**config.mk**
```make
export PLATFORM = sky130hd
export DESIGN_NAME = riscv_insn_encode_writer
export DESIGN_NICKNAME = d
export VERILOG_FILES = /design/src/rtl/riscv_pkg.sv /design/src/rtl/riscv_insn_encode.sv /design/src/rtl/riscv_insn_encode_writer.sv
export SDC_FILE = /design/constraint.sdc
export NUM_CORES = 1
export LEC_CHECK = 0
export CORE_UTILIZATION = 41
export DETAILED_ROUTE_END_ITERATION = 16
export PLACE_DENSITY = 0.8
export SLEW_MARGIN = 20
export SYNTH_ARGS = -nofsm -noshare
export SYNTH_HDL_FRONTEND = slang
export SYNTH_HIERARCHICAL = 1
export SYNTH_SLANG_ARGS = --single-unit
```
**constraint.sdc**
```tcl
create_clock -name clk -period 2.7 [get_ports clk]
set_input_delay 0.27 -clock clk [delete_from_list [all_inputs] [get_ports clk]]
set_output_delay 0.27 -clock clk [all_outputs]
set_load 0.05 [all_outputs]
```
**src/rtl/riscv_pkg.sv**
```systemverilog
// Shared definitions for the RV32I instruction encoder/writer.
//   - Opcode constants for the formats the encoder understands
//   - fmt_e : instruction format derived from the opcode
//   - err_e : rejection codes reported on err_code
//   - opcode_fmt()   : opcode -> format lookup
//   - imm_in_range() : signed inclusive range test on a 32-bit immediate
package riscv_pkg;

    localparam logic [6:0] OP_LUI    = 7'b0110111;
    localparam logic [6:0] OP_AUIPC  = 7'b0010111;
    localparam logic [6:0] OP_JAL    = 7'b1101111;
    localparam logic [6:0] OP_JALR   = 7'b1100111;
    localparam logic [6:0] OP_LOAD   = 7'b0000011;
    localparam logic [6:0] OP_IMM    = 7'b0010011;
    localparam logic [6:0] OP_SYSTEM = 7'b1110011;
    localparam logic [6:0] OP_STORE  = 7'b0100011;
    localparam logic [6:0] OP_BRANCH = 7'b1100011;
    localparam logic [6:0] OP_REG    = 7'b0110011;

    typedef enum logic [2:0] {
        FMT_R, FMT_I, FMT_S, FMT_B, FMT_U, FMT_J, FMT_BAD
    } fmt_e;

    typedef enum logic [1:0] {
        ERR_NONE   = 2'b00,
        ERR_OPCODE = 2'b01,
        ERR_RANGE  = 2'b10,
        ERR_ALIGN  = 2'b11
    } err_e;

    function automatic fmt_e opcode_fmt(input logic [6:0] op);
        fmt_e f;
        case (op)
            OP_LUI, OP_AUIPC:                     f = FMT_U;
            OP_JAL:                               f = FMT_J;
            OP_JALR, OP_LOAD, OP_IMM, OP_SYSTEM:  f = FMT_I;
            OP_STORE:                             f = FMT_S;
            OP_BRANCH:                            f = FMT_B;
            OP_REG:                               f = FMT_R;
            default:                              f = FMT_BAD;
        endcase
        return f;
    endfunction

    // Inclusive signed range test; the immediate is a two's-complement byte value.
    function automatic logic imm_in_range(input logic [31:0] imm, input int lo, input int hi);
        return ($signed(imm) >= lo) && ($signed(imm) <= hi);
    endfunction

endpackage

```
**src/rtl/riscv_insn_encode.sv**
```systemverilog
// Purely combinational RV32I field packer.
//   opcode/rd/funct3/rs1/rs2/funct7 : instruction fields
//   imm    : full 32-bit immediate (signed byte value; U-type carries the whole value)
//   word   : packed instruction word (don't-care when err != ERR_NONE)
//   fmt    : format derived from opcode
//   err    : ERR_NONE when the bundle is encodable, otherwise the rejection reason
module riscv_insn_encode
    import riscv_pkg::*;
(
    input  logic [6:0]  opcode,
    input  logic [4:0]  rd,
    input  logic [2:0]  funct3,
    input  logic [4:0]  rs1,
    input  logic [4:0]  rs2,
    input  logic [6:0]  funct7,
    input  logic [31:0] imm,
    output logic [31:0] word,
    output fmt_e        fmt,
    output err_e        err
);

    always_comb begin
        fmt  = opcode_fmt(opcode);
        word = '0;
        err  = ERR_NONE;
        case (fmt)
            FMT_R: word = {funct7, rs2, rs1, funct3, rd, opcode};
            FMT_I: begin
                word = {imm[11:0], rs1, funct3, rd, opcode};
                if (!imm_in_range(imm, -2048, 2047)) err = ERR_RANGE;
            end
            FMT_S: begin
                word = {imm[11:5], rs2, rs1, funct3, imm[4:0], opcode};
                if (!imm_in_range(imm, -2048, 2047)) err = ERR_RANGE;
            end
            FMT_B: begin
                word = {imm[12], imm[10:5], rs2, rs1, funct3, imm[4:1], imm[11], opcode};
                // Range is reported in preference to misalignment.
                if (!imm_in_range(imm, -4096, 4094)) err = ERR_RANGE;
                else if (imm[0])                     err = ERR_ALIGN;
            end
            FMT_U: begin
                word = {imm[31:12], rd, opcode};
                if (imm[11:0] != 12'd0) err = ERR_RANGE;
            end
            FMT_J: begin
                word = {imm[20], imm[10:1], imm[11], imm[19:12], rd, opcode};
                if (!imm_in_range(imm, -(1 << 20), (1 << 20) - 2)) err = ERR_RANGE;
                else if (imm[0])                                   err = ERR_ALIGN;
            end
            default: err = ERR_OPCODE;
        endcase
    end

endmodule

```
**src/rtl/riscv_insn_encode_writer.sv**
```systemverilog
// Accepts RV32I field bundles on a valid/ready stream, encodes them and writes
// legal words sequentially into instruction memory starting at BASE_ADDR.
//   clk, rst                 : clock, synchronous active-high reset
//   in_valid/in_ready        : bundle handshake; in_* carry the fields and immediate
//   mem_we/mem_addr/mem_wdata: write request, held until mem_ready (write_fire)
//   rewind                   : restart at BASE_ADDR, clear count, drop pending word
//   full, word_count         : words written since reset/rewind
//   err_valid, err_code      : one-cycle reject pulse, code held until next reject
module riscv_insn_encode_writer
    import riscv_pkg::*;
#(
    parameter int                ADDR_W    = 32,
    parameter logic [ADDR_W-1:0] BASE_ADDR = '0,
    parameter int                MAX_WORDS = 1024,
    localparam int               CW        = $clog2(MAX_WORDS + 1)
) (
    input  logic              clk,
    input  logic              rst,
    input  logic              in_valid,
    output logic              in_ready,
    input  logic [6:0]        in_opcode,
    input  logic [4:0]        in_rd,
    input  logic [2:0]        in_funct3,
    input  logic [4:0]        in_rs1,
    input  logic [4:0]        in_rs2,
    input  logic [6:0]        in_funct7,
    input  logic [31:0]       in_imm,
    output logic              mem_we,
    output logic [ADDR_W-1:0] mem_addr,
    output logic [31:0]       mem_wdata,
    input  logic              mem_ready,
    input  logic              rewind,
    output logic              full,
    output logic [CW-1:0]     word_count,
    output logic              err_valid,
    output logic [1:0]        err_code
);

    localparam logic [CW:0] MAX_W = (CW + 1)'(MAX_WORDS);

    logic              e_valid_reg;
    logic [ADDR_W-1:0] addr_reg;
    logic [31:0]       wdata_reg;
    logic [CW-1:0]     count_reg;
    logic              err_valid_reg;
    err_e              err_code_reg;

    logic [31:0] enc_word;
    fmt_e        enc_fmt;
    err_e        enc_err;

    riscv_insn_encode u_encode (
        .opcode (in_opcode),
        .rd     (in_rd),
        .funct3 (in_funct3),
        .rs1    (in_rs1),
        .rs2    (in_rs2),
        .funct7 (in_funct7),
        .imm    (in_imm),
        .word   (enc_word),
        .fmt    (enc_fmt),
        .err    (enc_err)
    );

    logic        write_fire;
    logic        accept;
    logic        legal;
    logic [CW:0] count_ext;

    assign count_ext  = {1'b0, count_reg};
    assign write_fire = e_valid_reg & mem_ready;
    assign legal      = (enc_err == ERR_NONE) && (enc_fmt != FMT_BAD);

    // A new bundle may enter when E is free, or when E drains this very cycle;
    // in the latter case the draining word already consumes one slot of capacity.
    // The mem_ready -> in_ready path is combinational so the stream runs at one word per cycle.
    assign in_ready = !rst && !rewind &&
                      (e_valid_reg ? (write_fire && ((count_ext + (CW + 1)'(1)) < MAX_W))
                                   : (count_ext < MAX_W));
    assign accept   = in_valid & in_ready;

    always_ff @(posedge clk) begin
        if (rst) begin
            e_valid_reg   <= 1'b0;
            addr_reg      <= BASE_ADDR;
            wdata_reg     <= '0;
            count_reg     <= '0;
            err_valid_reg <= 1'b0;
            err_code_reg  <= ERR_NONE;
        end else if (rewind) begin
            // Pending word is dropped without counting, even if mem_ready is high now.
            e_valid_reg   <= 1'b0;
            addr_reg      <= BASE_ADDR;
            count_reg     <= '0;
            err_valid_reg <= 1'b0;
        end else begin
            err_valid_reg <= accept & !legal;
            if (accept && !legal) err_code_reg <= enc_err;

            if (write_fire) begin
                addr_reg  <= addr_reg + ADDR_W'(4);
                count_reg <= count_reg + CW'(1);
            end

            if (accept && legal) begin
                e_valid_reg <= 1'b1;
                wdata_reg   <= enc_word;
            end else if (write_fire) begin
                e_valid_reg <= 1'b0;
            end
        end
    end

    assign mem_we     = e_valid_reg;
    assign mem_addr   = addr_reg;
    assign mem_wdata  = wdata_reg;
    assign word_count = count_reg;
    assign full       = (count_ext == MAX_W);
    assign err_valid  = err_valid_reg;
    assign err_code   = err_code_reg;

endmodule
```
==> reports/qor.yml, run 1 <==
status: "completed"
drive_above_1_share: 0.172
worst_slack_ps: 90.2
drc: 0
wl_mm: 14.0
synthXorXnorAreaFrac: 0.0639
largest_reg_flops: 32
die_area_mm2: 0.0108
critPathMostFrequentCell: "buf_4"
clock_sinks: 77
cpMaxStageDelayCell: "clkdlybuf4s50_1"
clock_path_buffers: 2
portBuffers: 147
hpwl_mm: 10.4
h-tree-depth: 3
first_global_vias: 4754
grt_overflow: 0
first_pass_iters: 4
p_clk_frac: 0.378
seqPwrFrac: 0.480
fin_nets: 805
start_kind: "primary input"
ys_seq_area_frac: 0.363
synth_compound_area_frac: 0.202
antennaDiodeCount: 0
skew_ps: 9.18
floorplan.core_area_mm2: 0.00991
crit_path_max_fanout: 5
hold_end: "mem_wdata[13]"
synth_seq_cells: 77
synth.area.top_cells: "dfxtp_1 36%, nand3_1 6.9%, xor2_1 5.4%, a21oi_1 5.3%, nor2_1 4.3%"
fmax_mhz: 383
grt_pass1_wl_mm: 21.9
syn_area_mm2: 0.00425
setup_viol: 0
cts_made_buffers: 9
worstSetupEndpointType: "flop"
netlist.area_leader.share: 0.363
clk_pin_slew_ps: 80
syn_inst: 534
switching_share: 0.257
p_switching_mw: 0.610
grt_max_degree: 40
final_util: 0.670
r2r_slack_ps: 500
synthArstFlopShare: 0
dr_total_vias: 4908
cts_tree: "built"
internal_power_mw: 1.76
r2r_end: "mem_wdata[21]"
drt_iter0_drc: 290
via_per_inst: 5.64
final_hold_viol_count: 0
place.gp.congestion: 0.904
p_per_area_mw_per_mm2: 357
ys_types: 64
relSlewSlack: 0.627
max_stage_delay_ps: 430
post-route-min-period_ps: 2610
syn_avg_cell_area_um2: 7.96
antenna_found_initial: 0
critPathLaunch: "in_imm[30]"
root_buffer: "clkbuf_8"
cp_data_arrival_time_ps: 2890
rsz0062_at_grt: "true"
fill_cells: 792
synth_edf_count: 0
die_width_um: 104
synth_top_flop_cell: "dfxtp_1"
yosys_warnings: 6
r2r_cells: 7
power.leakage_nw: 2.59
critPathRequiredTime_ps: 2980
setup_tns_ps: 0
min_period_over_period: 0.967
dp_slack_ps: -581
crit_chain: "clkdlybuf4s50_1, nor4_2, buf_4, nand3_2, nor4b_4, a21oi_2, a2111o_1, nor2_1, o21ai_1, buf_4, nor2_4, buf_2, nand3_1, a21oi_1"
crit_type: "in -> reg"
antenna_left: 0
max-cap-violations: 0
std_cell_rows: 36
clk_latency_ps: 360
worst_pin_slew_ps: 558
ir_drop_uv: 223
synth_top_family_by_area: "simple AND/OR/NAND/NOR gates"
min_path_type: "in -> reg"
hold_slack_ps: 395
r2r_start: "word_count[0]"
min-delay-start: "in_imm[13]"
track_usage: 0.251
yosys.area_share.simple: 0.308
pin_count: 150
synth_top_area_cell: "dfxtp_1"
synthAdderAreaFrac: 0.00883
synthMuxAreaShare: 0.00235
wl_per_cell_um: 16.0
whs_path_depth: 4
start_util: 0.429
p_comb_frac: 0.142
area_growth_pct: 56.3
slew_viol_final: 0
die_y_um: 104
layer usage:
metal / track usage / wire, µm
met5: 0 / 0
met3: 0.0466 / 954
met2: 0.427 / 6850
met4: 0.142 / 512
met1: 0.294 / 5640
cell usage after synthesis, drive strengths merged (3+ instances only):
cell type and count:
inv 11, nand4 23, nor3 9, ha 3, buf 15, a21oi 45, nor4 8, nand2 46
nor2 50, nand3 62, or4 5, clkbuf 17, or3 8, o211ai 5, a22oi 6, o21ai 47
and2 6, a21o 6, a22o 14, xnor2 5, or2 4, dfxtp 77, xor2 26, and3 5
critical path: cells and delay by family:
kind / cells / cell delay, ps
AO/OA/AOI/OAI: 4 / 720
buffers and inverters: 4 / 940
AND/OR/NAND/NOR: 6 / 960
timing repair:
item                       in CTS  in global routing
cloned                          0                  2
setup buffers                   0                  1
pin swaps                       3                  4
resized for setup              15                 37
hold buffers                    0                  0
setup endpoints to repair      33                 35
how the worst max path moves through the flow:
stage,to,depth (start not counted)
after CTS,mem_wdata[3],12
after global routing,mem_wdata[21],14
final,mem_wdata[21],14
after global placement,mem_wdata[12],12
after floorplan,mem_wdata[21],11
after detailed placement,mem_wdata[19],12
cell families after synthesis:
group	after synthesis
AO/OA/AOI/OAI	137
buffers and inverters	43
multiplexers	1
XOR/XNOR	31
AND/OR/NAND/NOR	241
other	1
flip-flops	77
adder cells (fa/ha/maj)	3
final cells by class:
cell class / count / area, µm² / area share
timing repair buffer: 219 / 2100 / 0.317
clock inverter: 5 / 60.1 / 0.00904
clock buffer: 10 / 138 / 0.0207
tap: 133 / 166 / 0.0250
sequential: 77 / 1540 / 0.232
inverter: 11 / 46.3 / 0.00697
multi-input combinational: 415 / 2590 / 0.389
power by group through the flow:
stage	logic (mW)	registers, mW	clock network (mW)
floorplan	0.112	1.17	0
global placement	0.319	1.16	0
detailed placement	0.324	1.16	0
CTS	0.328	1.14	0.914
global route	0.355	1.14	0.952
finish	0.337	1.14	0.896
metrics by stage:
step	power, mW	std cells	area (µm²)
after floorplan	1.28	535	4260
after global placement	1.48	852	6280
after detailed placement	1.49	852	6280
after CTS	2.38	867	6510
after global routing	2.44	870	6640
final	2.37	870	6640
layout by cell type (no fill, tap or decap), types with 14 or more instances in the layout:
cell type	synthesis	final
dlymetal6s2s_1	0	20
nand4_1	22	22
nand3_1	59	59
nand2_1	46	46
dfxtp_1	77	77
a22o_1	14	14
o21ai_0	32	19
a21oi_1	45	42
buf_4	2	65
nor2_1	49	47
o21ai_1	15	28
clkdlybuf4s50_1	0	125
xor2_1	26	26
(Power assumes the default switching activity.)
==> run 2, diff against run 1 <==
--- a/config.mk
+++ b/config.mk
@@ -8,6 +8,7 @@
 export CORE_UTILIZATION = 41
 export DETAILED_ROUTE_END_ITERATION = 16
 export PLACE_DENSITY = 0.8
+export REMOVE_ABC_BUFFERS = 1
 export SLEW_MARGIN = 20
 export SYNTH_ARGS = -nofsm -noshare
 export SYNTH_HDL_FRONTEND = slang
==> reports/qor.yml, run 2 (synthesis gave the netlist of run 1 again) <==
status: "completed"
fmax_mhz: 387
grt_overflow: 0
place.gp.congestion: 0.881
min-delay-start: "mem_wdata[3]"
die_y_um: 104
power.leakage_nw: 2.66
setup_viol: 0
mostFrequentLayoutCell: "clkdlybuf4s50_1"
root_buffer: "clkbuf_8"
placed_cell_area_mm2: 0.00636
first_pass_iters: 5
worst_slack_ps: 119
area_growth_pct: 59.6
min_period_over_period: 0.956
clk_latency_ps: 340
skew_ps: 9.47
pin_count: 150
portBuffers: 147
die_width_um: 104
relSlewSlack: 0.625
clock_path_buffers: 2
final_hold_viol_count: 0
via_per_inst: 5.59
final_cell_mix: "124 x clkdlybuf4s50_1, 76 x buf_4, 75 x dfxtp_1"
r2r_slack_ps: 540
drt_iter0_drc: 279
crit_path_max_fanout: 11
slew_viol_final: 0
r2r_cells: 7
drc: 0
track_usage: 0.263
largest_reg_flops: 32
fin_area_mm2: 0.00679
dp_slack_ps: -629
drive_above_1_share: 0.187
std_cell_rows: 36
hold_end: "mem_wdata[3]"
worst_pin_slew_ps: 558
die_area_mm2: 0.0108
ir_drop_uv: 238
start_util: 0.429
cts_tree: "built"
min_path_type: "reg -> reg"
antenna_found_initial: 1
cp_data_arrival_time_ps: 2860
max-cap-violations: 0
grt_max_degree: 40
first_global_vias: 4820
hold_slack_ps: 479
r2r_start: "word_count[1]"
p_per_area_mw_per_mm2: 352
dr_total_vias: 4932
wl_per_cell_um: 16.3
fin_nets: 816
h-tree-depth: 3
clock_sinks: 77
floorplan.core_area_mm2: 0.00991
worstSetupEndpointType: "flop"
clk_pin_slew_ps: 80
r2r_end: "mem_wdata[22]"
critPathRequiredTime_ps: 2970
cts_made_buffers: 9
crit_type: "in -> reg"
grt_pass1_wl_mm: 23.4
post-route-min-period_ps: 2580
start_kind: "primary input"
antenna_left: 0
hpwl_mm: 10.7
hold_buffers: 0
whs_path_depth: 2
wl_mm: 14.4
==> run 2: cell count changes in the layout (fill, tap and decap cells not counted), sizes merged <==
cell / change
clkbuf: +2
buf: +9
dlymetal6s2s: +1
clkinv: -1
inv: +1
clkinvlp: +1
diode: +1
clkdlybuf4s50: -1
==> run 2: power breakdown <==
group / internal, mW / total [mW] / switching (mW)
Clock: 0.436 / 0.897 / 0.461
Sequential: 1.14 / 1.14 / 0.000781
Combinational: 0.185 / 0.353 / 0.168
==> run 2: routing by layer <==
layer  vias up  track usage  part of all wire
met5         -            0                 0
met4         0        0.128             0.035
met3        39       0.0384             0.052
met2       191        0.438              0.48
met1      2336        0.334              0.43
li1       2366            -                 -
==> run 2: final cells by class <==
| class | instances | area [µm²] |
|---|---|---|
| fillers | 812 | 3120 |
| multi-input cells | 415 | 2580 |
| repair buffers | 230 | 2250 |
| flip-flops and latches | 77 | 1540 |
| well taps | 133 | 166 |
| clock buffers | 10 | 128 |
| clock inverters | 6 | 71.3 |
| inverters | 11 | 46.3 |
| diodes | 1 | 2.50 |
==> run 2: repair_timing <==
action	in CTS	in global routing
endpoints found under the hold margin	0	0
pin swaps	2	13
resized for setup	15	42
endpoints found under the setup margin	33	34
setup buffers	0	2
cloned	0	3
==> run 2: how the worst max path moves through the flow <==
stage | startpoint | end | cells past startpoint
2_1_floorplan | in_imm[19] | mem_wdata[0] | 10
3_3_place_gp | in_imm[19] | mem_wdata[3] | 12
3_5_place_dp | in_imm[14] | mem_wdata[6] | 12
4_1_cts | in_imm[18] | mem_wdata[13] | 12
5_1_grt | in_opcode[2] | mem_wdata[3] | 15
6_report | in_imm[2] | mem_wdata[3] | 13
==> run 2: through the flow <==
step	util	TNS (ps)	power [mW]	cells
2_1_floorplan	-	-16610	1.25	503
3_3_place_gp	0.642	-17350	1.50	861
3_5_place_dp	0.642	-19410	1.50	861
4_1_cts	0.665	0	2.39	877
5_1_grt	0.685	-151	2.47	883
6_report	0.685	0	2.39	883
==> run 2: worst max-delay path, cell delays in order <==
cell	delay, ps
clkdlybuf4s50_1	520
nor4_1	330
nand3_1	170
a32o_1	250
a2111o_1	360
nor2_1	90
o21ai_1	90
buf_4	150
nor2_4	120
buf_12	140
clkbuf_16	150
nand3_1	80
a21oi_1	140
==> run 3, diff against run 2 <==
--- a/config.mk
+++ b/config.mk
@@ -8,7 +8,6 @@
 export CORE_UTILIZATION = 41
 export DETAILED_ROUTE_END_ITERATION = 16
 export PLACE_DENSITY = 0.8
-export REMOVE_ABC_BUFFERS = 1
 export SLEW_MARGIN = 20
 export SYNTH_ARGS = -nofsm -noshare
 export SYNTH_HDL_FRONTEND = slang
==> constraint.sdc (replaced) <==
create_clock -name clk -period 2.7 [get_ports clk]
set_input_delay 0.81 -clock clk [delete_from_list [all_inputs] [get_ports clk]]
set_output_delay 0.81 -clock clk [all_outputs]
set_load 0.05 [all_outputs]
==> reports/qor.yml, run 3 (synthesis gave the netlist of run 1 again) <==
skew_ps: 9.36
final_hold_viol_count: 0
start_kind: "primary input"
die_y_um: 104
final_cell_mix: "103 x clkdlybuf4s50_1, 81 x buf_4, 66 x dfxtp_1"
status: "complete, but fails checks"
die_area_mm2: 0.0108
die_width_um: 104
min_period_over_period: 1.09
rsz0062_at_grt: "true"
wl_mm: 15.6
cts_tree: "built"
critPathLaunch: "in_imm[13]"
multiInputGateArea_mm2: 0.00279
grt_overflow: 0
ir_drop_uv: 177
min_path_type: "reg -> reg"
clk_pin_slew_ps: 80
seq_area_mm2: 0.00156
antennaDiodeCount: 0
root_buffer: "clkbuf_8"
antenna_left: 0
hpwl_mm: 10.5
clock_sinks: 77
grt_pass1_wl_mm: 24.2
violations: "negative setup slack"
fin_nets: 827
portBuffers: 147
largest_reg_flops: 32
cts_made_buffers: 9
drc: 0
drt_iter0_drc: 432
post-route-min-period_ps: 2950
dp_slack_ps: -940
max-cap-violations: 0
dr_total_vias: 5195
worst_slack_ps: -250
power.leakage_nw: 2.61
cp_data_arrival_time_ps: 3230
worst_pin_slew_ps: 661
h-tree-depth: 3
fin_cells: 893
fmax_mhz: 339
antenna_found_initial: 0
relSlewSlack: 0.556
start_util: 0.429
floorplan.core_area_mm2: 0.00991
r2r_start: "mem_addr[16]"
clk_latency_ps: 350
slew_viol_final: 0
first_global_vias: 4986
dp_cells: 857
std_cell_rows: 36
first_pass_iters: 5
mostFrequentLayoutCell: "clkdlybuf4s50_1"
fill_cells: 778
wl_per_cell_um: 17.5
via_per_inst: 5.82
track_usage: 0.278
drive_above_1_share: 0.283
critPathRequiredTime_ps: 2980
worstSetupEndpointType: "flop"
crit_path_max_fanout: 7
area_growth_pct: 61.2
total_power_mw: 2.28
grt_max_degree: 40
pin_count: 150
place.gp.congestion: 0.943
hold_buffers: 0
min-delay-start: "mem_wdata[9]"
setup_viol: 34
crit_type: "in -> reg"
p_per_area_mw_per_mm2: 333
hold_slack_ps: 471
setup_tns_ps: -6580
clock_path_buffers: 2
[run 3: cell count changes in the layout (fill, tap and decap cells not counted), sizes merged, moves of 2 or more]
| cell | change |
|---|---|
| or2 | +3 |
| dlygate4sd2 | +9 |
| clkinv | +2 |
| clkbuf | +10 |
| clkdlybuf4s50 | -21 |
| buf | +25 |
| dlymetal6s2s | -18 |
| clkdlybuf4s15 | +4 |
[run 3: stage by stage]
step / util / cell area (µm²)
global placement: 0.639 / 6330
detailed placement: 0.639 / 6330
floorplan: - / 4330
CTS: 0.677 / 6710
finish: 0.692 / 6850
global route: 0.692 / 6850
[run 3: layout make-up]
cell class / count / share of cell area
Multi-Input combinational cell: 418 / 0.407
Clock inverter: 5 / 0.00511
Tap cell: 133 / 0.0243
Sequential cell: 77 / 0.228
Clock buffer: 11 / 0.0206
Timing Repair Buffer: 238 / 0.308
Inverter: 11 / 0.00676
[run 3: repair_timing]
action	CTS	global route
hold endpoints to repair	0	0
pin swaps	37	21
setup endpoints to repair	38	37
gates cloned	4	0
resized for setup	132	59
setup buffers	11	5
[run 3: path summary, 6_finish.rpt]
path / cells past startpoint / to / slack [ps]
setup / recovery: 13 / mem_wdata[11] / -250
hold / removal: 2 / mem_wdata[9] / 470
setup reg to reg: 5 / mem_addr[31] / 490
hold reg to reg: 2 / mem_wdata[9] / 470
[run 3: layer usage]
layer | vias up | global-route usage | share of wire
li1 | 2390 | - | -
met1 | 2456 | 0.320 | 0.38
met2 | 293 | 0.495 | 0.51
met3 | 56 | 0.0384 | 0.078
met4 | 0 | 0.147 | 0.039
met5 | - | 0 | 0
[run 3: worst max-delay path: stages]
cell and delay [ps]:
buf_6 90, or4_4 540, nor2_4 140, buf_6 100, a32oi_2 90, o21a_1 200, a2111o_1 320, nor2_2 150
o21ai_4 120, nor2_4 210, buf_6 170, nand3_1 100, a21oi_1 180
[run 3: report_power, final]
part / switching, mW / internal, mW
sequential: 0.000589 / 1.13
combinational: 0.183 / 0.171
clock: 0.435 / 0.361
